### config.mk
export PLATFORM = sky130hd
export DESIGN_NAME = serial_add_ctrl
export DESIGN_NICKNAME = d
export VERILOG_FILES = /design/src/rtl/serial_add_pkg.sv /design/src/rtl/serial_fa_cell.sv /design/src/rtl/serial_add_ctrl.sv
export SDC_FILE = /design/constraint.sdc
export NUM_CORES = 1
export LEC_CHECK = 0
export ABC_AREA = 1
export BUFFER_PORTS_ARGS = -buffer_cell sky130_fd_sc_hd__buf_2
export CORE_MARGIN = 2
export CORE_UTILIZATION = 52
export DETAILED_ROUTE_END_ITERATION = 8
export PLACE_DENSITY = 0.73
export SYNTH_ARGS = -nofsm -noshare
export SYNTH_HDL_FRONTEND = slang
export SYNTH_SLANG_ARGS = --single-unit
### constraint.sdc
create_clock -name clk -period 1.3 [get_ports clk]
set_clock_uncertainty 0.1 [all_clocks]
set_input_delay 0.065 -clock clk [delete_from_list [all_inputs] [get_ports clk]]
set_output_delay 0.065 -clock clk [all_outputs]
set_load 0.02 [all_outputs]
### src/rtl/serial_add_pkg.sv
`default_nettype none
// ============================================================================
// Module   : serial_add_pkg
// Purpose  : Shared types and constants for the bit-serial adder sequencer.
// Revision : 1.0 - initial release
// ============================================================================
package serial_add_pkg;

  // Operand width used when the instantiating level does not override it.
  localparam int unsigned DEFAULT_WIDTH = 8;

  // Bit counter width for the default operand width.
  localparam int unsigned DEFAULT_CNT_W = $clog2(DEFAULT_WIDTH);

  // Sequencer states, explicitly two bits wide.
  typedef enum logic [1:0] {
    ST_IDLE = 2'd0,
    ST_RUN  = 2'd1,
    ST_DONE = 2'd2
  } state_e;

  // Counter width for a given operand width: counts 0 .. w-1.
  function automatic int unsigned cnt_width(input int unsigned w);
    return (w < 2) ? 1 : $clog2(w);
  endfunction

endpackage : serial_add_pkg
`default_nettype wire

### src/rtl/serial_fa_cell.sv
`default_nettype none
// ============================================================================
// Module   : serial_fa_cell
// Purpose  : Stateless one-bit full adder shared across all bit positions.
// Revision : 1.0 - initial release
// ============================================================================
module serial_fa_cell (
  input  logic a_i,
  input  logic b_i,
  input  logic ci_i,
  output logic s_o,
  output logic co_o
);

  // Sum is the three-way parity, carry is the majority of the inputs.
  always_comb begin
    s_o  = a_i ^ b_i ^ ci_i;
    co_o = (a_i & b_i) | (a_i & ci_i) | (b_i & ci_i);
  end

endmodule : serial_fa_cell
`default_nettype wire

### src/rtl/serial_add_ctrl.sv
`default_nettype none
// ============================================================================
// Module   : serial_add_ctrl
// Purpose  : Bit-serial add sequencer. Operands arrive on a valid/ready
//            handshake, one bit pair per cycle (LSB first) passes through a
//            single full-adder cell, and the assembled sum plus carry-out is
//            offered on a second valid/ready handshake.
// Options  : SERIAL_ADD_SUB_EN - adds the 'sub' port; when latched high the
//            B operand is inverted at the cell and the carry starts at 1,
//            giving A - B with cout = 1 meaning no borrow.
// Revision : 1.0 - initial release
// ============================================================================
module serial_add_ctrl
  import serial_add_pkg::*;
#(
  parameter int unsigned WIDTH = DEFAULT_WIDTH
) (
  input  logic             clk,
  input  logic             rst,
  input  logic             in_valid,
  output logic             in_ready,
  input  logic [WIDTH-1:0] op_a,
  input  logic [WIDTH-1:0] op_b,
  input  logic             cin,
`ifdef SERIAL_ADD_SUB_EN
  input  logic             sub,
`endif
  output logic             out_valid,
  input  logic             out_ready,
  output logic [WIDTH-1:0] sum,
  output logic             cout,
  output logic             busy
);

  localparam int unsigned     CNT_W    = cnt_width(WIDTH);
  localparam logic [CNT_W-1:0] CNT_LAST = CNT_W'(WIDTH - 1);

  state_e           state_q;
  state_e           state_d;
  logic [WIDTH-1:0] a_sr_q;
  logic [WIDTH-1:0] b_sr_q;
  logic [WIDTH-1:0] s_sr_q;
  logic [CNT_W-1:0] cnt_q;
  logic             carry_q;
  logic             fa_b;
  logic             fa_s;
  logic             fa_co;

`ifdef SERIAL_ADD_SUB_EN
  logic sub_q;

  // Subtraction is A + ~B + 1: invert B at the cell input only.
  always_comb fa_b = b_sr_q[0] ^ sub_q;

  // Remember the operation kind for the whole serial pass.
  always_ff @(posedge clk) begin
    if (rst) begin
      sub_q <= 1'b0;
    end else if (state_q == ST_IDLE && in_valid) begin
      sub_q <= sub;
    end
  end
`else
  // Add-only build: B goes straight into the cell.
  always_comb fa_b = b_sr_q[0];
`endif

  serial_fa_cell u_fa (
    .a_i  (a_sr_q[0]),
    .b_i  (fa_b),
    .ci_i (carry_q),
    .s_o  (fa_s),
    .co_o (fa_co)
  );

  // State register.
  always_ff @(posedge clk) begin
    if (rst) begin
      state_q <= ST_IDLE;
    end else begin
      state_q <= state_d;
    end
  end

  // Next-state decode: capture, WIDTH serial steps, then hold until taken.
  always_comb begin
    state_d = state_q;
    case (state_q)
      ST_IDLE: if (in_valid)           state_d = ST_RUN;
      ST_RUN:  if (cnt_q == CNT_LAST)  state_d = ST_DONE;
      ST_DONE: if (out_ready)          state_d = ST_IDLE;
      default:                         state_d = ST_IDLE;
    endcase
  end

  // Outputs depend only on registered state, never on inputs directly.
  always_comb begin
    in_ready  = 1'b0;
    out_valid = 1'b0;
    busy      = 1'b1;
    case (state_q)
      ST_IDLE: begin
        in_ready = 1'b1;
        busy     = 1'b0;
      end
      ST_DONE: out_valid = 1'b1;
      default: ;
    endcase
    sum  = s_sr_q;
    cout = carry_q;
  end

  // Datapath: load operands in IDLE, shift one bit pair per RUN cycle.
  always_ff @(posedge clk) begin
    if (rst) begin
      a_sr_q  <= '0;
      b_sr_q  <= '0;
      s_sr_q  <= '0;
      cnt_q   <= '0;
      carry_q <= 1'b0;
    end else begin
      case (state_q)
        ST_IDLE: begin
          if (in_valid) begin
            a_sr_q <= op_a;
            b_sr_q <= op_b;
            cnt_q  <= '0;
`ifdef SERIAL_ADD_SUB_EN
            carry_q <= sub ? 1'b1 : cin;
`else
            carry_q <= cin;
`endif
          end
        end
        ST_RUN: begin
          s_sr_q  <= {fa_s, s_sr_q[WIDTH-1:1]};
          a_sr_q  <= a_sr_q >> 1;
          b_sr_q  <= b_sr_q >> 1;
          carry_q <= fa_co;
          cnt_q   <= cnt_q + 1'b1;
        end
        default: ;
      endcase
    end
  end

endmodule : serial_add_ctrl
`default_nettype wire

; ---- Word level (Yosys, flattened, before mapping)
; Index checks and enable logic that the tools add are counted.
[classes]
n_addsub = 1
n_eq_ne = 6
mux = 15
n_bitwise = 7
n_reduce_logical = 4
[op_table]
columns = operator, count
row1 = $pmux 8 s2, 2
row2 = $mux 8, 2
row3 = $mux 2, 3
row4 = $ne 2x2->1 const B, 3
row5 = $pmux 2 s3, 1
row6 = $pmux 3 s2, 1
row7 = $mux 1, 4
row8 = $add 3x1->3 const B, 1
row9 = $and 1x1->1, 3
row10 = $eq 3x3->1 const B, 1
row11 = $mux 3, 1
row12 = $reduce_and 3->1, 1
row13 = $eq 2x1->1 const B, 1
row14 = $eq 2x2->1 const B, 1
row15 = $logic_not 2->1, 1
row16 = $or 1x1->1, 2
row17 = $pmux 1 s2, 1
row18 = $reduce_and 2->1, 1
row19 = $reduce_bool 2->1, 1
row20 = $xor 1x1->1, 2
[word_totals]
regBits = 30
input_bits = 21
output_inout_bits = 12

; ---- Depth between registers and ports, before layout
[depth]
ltp_word = 4
ltp_mapped = 6
depth_no_buf = 5

; ---- Modules after synthesis
; Synthesis repeated with hierarchy kept, for this count alone.
[unflattened]
cells_unflattened = 221
hier_area_um2 = 1437.6
[modules_own_cells]
columns = module, instances, cells_each, area_each_um2, seq_area_each_um2
row1 = serial_add_ctrl, 1, 220, 1417.6, 600.6
row2 = serial_fa_cell, 1, 1, 20.0, 0.0

; ---- Worst setup path after synthesis
; Ideal clock, no wire load.
[synth_timing]
path_type = reg-to-reg
from = register carry_q (netlist: cout)
to = register s_sr_q[7] (netlist: sum[7])
arrival_ns = 1.084
slack_ns = 0.000
path_stages_with_launch = 4
n_path_buf = 0
path_cell_list = dfxtp_1 fa_1 o21ai_0 nor2_1
[synth_between]
elab_chain_len = 1
[synth_rtl]
columns = element, line_no
row1 = from (decl), serial_add_ctrl.sv:44  ; logic carry_q;
row2 = from (signal assigned), serial_add_ctrl.sv:131  ; carry_q <= cin;
row3 = from (signal assigned), serial_add_ctrl.sv:139  ; carry_q <= fa_co;
row4 = $xor 1x1->1, serial_fa_cell.sv:17  ; s_o = a_i ^ b_i ^ ci_i;
row5 = net fa_s, serial_add_ctrl.sv:46  ; logic fa_s;
row6 = to (signal assigned), serial_add_ctrl.sv:136  ; s_sr_q <= {fa_s, s_sr_q[WIDTH-1:1]};
row7 = to (decl), serial_add_ctrl.sv:42  ; logic [WIDTH-1:0] s_sr_q;
; The timed path passes the listed nets, and every way through them passes these cells.
; A chain may end at the register's enable or synchronous reset.

; ---- Worst setup path in the final report
[layout_timing]
from = register state_q[0]
to = output out_valid
[layout_between]
elab_chain_len = 2
[layout_rtl]
columns = element, line_no
row1 = from (decl), serial_add_ctrl.sv:38  ; state_e state_q;
row2 = from (signal assigned), serial_add_ctrl.sv:81  ; state_q <= state_d;
row3 = $eq 2x2->1, serial_add_ctrl.sv:101  ; case (state_q)
row4 = $mux 1, serial_add_ctrl.sv:101
row5 = to (decl), serial_add_ctrl.sv:28  ; output logic out_valid,
; No other way between the ends.

==> qor.csv <==
stage;metric;value;unit
sta;Fin. Hold Viols;0;
clock_tree;clk sink count;30;
placed_design;Port-buffer cells;32;
placed_design;post-place setup slack;0.009106;ns
clock_tree;post-CTS setup buffers;0;
yosys;post-synthesis sequential area ratio;41.74;%
global_route;vias in the first global route;1266;
sta;final setup vio count;0;
floorplan;Core ar.;2686;sq um
setup_path;reg2reg path depth;5;
pwr;Peak supply drop;1.063;mV
sta;minimum clock period;1.299;ns
yosys;Synthesis Warnings;0;
setup_path;Critical Path Fanout Max;11;
floorplan;Rows;19;
yosys;Post-Syn Area;1439;sq um
global_route;antenna violations before repair;0;
yosys;number of library cell types mapped by synthesis;14;
sta;hold slack final;0.3739;ns
clock_tree;clk slew on worst S/H paths;0.09;ns
routing;DRT iter0 DRCs;50;
hold_path;Worst Hold Class;reg2reg;
yosys;ys async rst share;0;%
setup_path;CP endpoint kind;primary output;
setup_path;Crit Path Category;reg2out;
run;max_cap viols;0;
final_layout;P&R area growth vs syn;32.26;%
clock_tree;cts bufs inserted;5;
global_route;global route total overflow;0;
placed_design;HPWL Detailed;1954;um
setup_path;Worst Path Required;1.13;ns
yosys;top cells by count, synth;nand2_1 (71), inv_1 (38), nor2_1 (36);
final_layout;share of layout cells above drive strength 1;19.00;%
pwr;power per cell area;1055;nW/um^2
yosys;syn_area_per_cell;6.511;sq um
final_layout;Nets;304;
routing;antenna-violating nets left;0;
yosys;Top FF cell, synth;dfxtp_1;
outcome;status;finished, final reports clean;
global_route;first-pass GRT wire length;5223;um
setup_path;instance count on the critical path;3;
routing;Pre-antenna DRT Iters;4;
sta;setup ws final;0.001266;ns
yosys;Post-Synthesis Cells;221;
clock_tree;CTS H-tree lvls;2;
yosys;cells taking the most area after synthesis;dfxtp_1 (42%), nand2_1 (19%), inv_1 (9.9%);
floorplan;Die H;56.61;um
floorplan;# IOs;33;
yosys;leading area contributor after synthesis;dfxtp_1;
setup_path;Worst setup startpoint;state_q[0]$_SDFFE_PP0P_;
yosys;number of flops mapped to enable cells by yosys;0;
setup_path;WP buf/inv;2;
yosys;most common cell in the synthesized netlist;nand2_1;
final_layout;ant diodes;0;
routing;via count;1389;
sta;RSZ-0062 raised after global routing;yes;
setup_path;slowest cell delay on critical path;0.36;ns
setup_path;worst path arrival time;1.13;ns
global_route;largest net degree at the start of global routing;15;
clock_tree;root buffer cell;clkbuf_4;
setup_path;cell mode on critical path;buf_4;
setup_path;Worst path slowest cell;dfxtp_2;
sta;Final Max Tran Viols;0;
floorplan;die area;3204;sq um
clock_tree;Clock Tree Buf Depth;2;
global_route;GRT Util Overall;20.98;%
floorplan;starting density of the core;53.56;%
clock_tree;CTS tree;done;
setup_path;r2r setup slk;0.07;ns
yosys;area share of the largest cell type after synthesis;41.74;%
routing;vias per cell;4.481;
pwr;Power, Total;0.002008;W
setup_path;worst path cell trace;buf_4 > nor2_4 > buf_4;
clock_tree;worst skew pair latency;0.33;ns
sta;Slew HR;76.22;%
floorplan;die extent in x;56.61;um
placed_design;placer congestion estimate;0.7586;
pwr;static leakage;1.013;nW
sta;Worst-Margin Slew;0.3563;ns
sta;fin crit share;99.90;%
setup_path;Worst R2R Start;state_q[1]$_SDFFE_PP0P_;
routing;drt drc;0;
yosys;register bit count reported by yosys;30;
hold_path;Worst Hold Depth;2;
yosys;syn nets;245;
setup_path;Crit path max-delay family;flip-flops;
setup_path;crit path launch type;register;
sta;fmax;0.7700;GHz
sta;Total Neg Setup Slack;0;ns
routing;Avg WL per Cell;9.861;um
hold_path;Hold Crit Start;a_sr_q[7]$_SDFFE_PP0P_;
routing;Routed WL;3057;um
==> power breakdown <==
group	switching, W	internal, W	total, W
logic	0.000242	0.000196	0.000438
registers	0.0000365	0.000994	0.00103
clock network	0.000296	0.000243	0.000539
total	0.000574	0.00143	0.00201
==> repair_timing <==
| action | 4_1_cts | 5_1_grt |
|---|---|---|
| hold buffers | 20 | 0 |
| endpoints found under the setup margin | 3 | 8 |
| endpoints found under the hold margin | 20 | 0 |
| resized for setup | 4 | 1 |
| gates cloned | 0 | 0 |
==> layer usage <==
metal  part of all wire (%)  global-route usage (%)  vias up
met3                    4.4                   6.912        8
met1                     48                   25.91      591
met4                    2.9                   8.503        0
met2                     44                   33.55       23
met5                      0                       0        -
li1                       -                       -      767
==> cell usage in the layout (no fill, tap or decap), drive strengths merged <==
| cell | n |
|---|---|
| buf | 42 |
| fa | 1 |
| dfxtp | 30 |
| o21ai | 10 |
| nand2 | 71 |
| a21oi | 20 |
| inv | 39 |
| dlygate4sd3 | 20 |
| clkbuf | 6 |
| nor2 | 36 |
| nand3 | 2 |
| ha | 2 |
==> worst paths after layout <==
check                           end
max                       out_valid
min          a_sr_q[7]$_SDFFE_PP0P_
max reg2reg   cnt_q[1]$_SDFFE_PP0P_
min reg2reg  a_sr_q[7]$_SDFFE_PP0P_
==> stage by stage <==
| stage | util (%) | instance area, sq um | std cells |
|---|---|---|---|
| 6_report | 70.84 | 1903 | 310 |
| 2_1_floorplan | - | 1440 | 221 |
| 3_5_place_dp | 61.06 | 1640 | 284 |
| 4_1_cts | 70.84 | 1903 | 310 |
| 3_3_place_gp | 61.06 | 1640 | 284 |
| 5_1_grt | 70.84 | 1903 | 310 |
==> flip-flops by register name, summed over array words and instances (netlist names) <==
name and flops:
state_q 2, sum 8, cout 1, cnt_q 3, b_sr_q 8, a_sr_q 8
==> worst register-to-register path, delay by kind of cell, from the launching register on <==
kind                   cells  cell delay, ns
AND/OR/NAND/NOR            2            0.20
buffers and inverters      2            0.40
flip-flops                 1            0.33
AO/OA/AOI/OAI              1            0.14
==> cell families (layout without fill, tap and decap cells) <==
family	count (synthesis)	count (layout)	synth area share, %
buffers and inverters	49	107	15.30
AOI/OAI and AO/OA	30	30	11.22
DFF	30	30	41.74
and+or+nand+nor	109	109	28.61
adders and majority gates	3	3	3.130
==> final cells by class <==
| class | count | area, sq um |
|---|---|---|
| fillers | 233 | 783.3 |
| multi-input cells | 142 | 625.6 |
| flip-flops and latches | 30 | 603.1 |
| repair buffers | 62 | 437.9 |
| inverters | 39 | 146.4 |
| clock buffers | 6 | 51.30 |
| well taps | 31 | 38.79 |
Note: power is estimated with default switching activity, not from simulation.
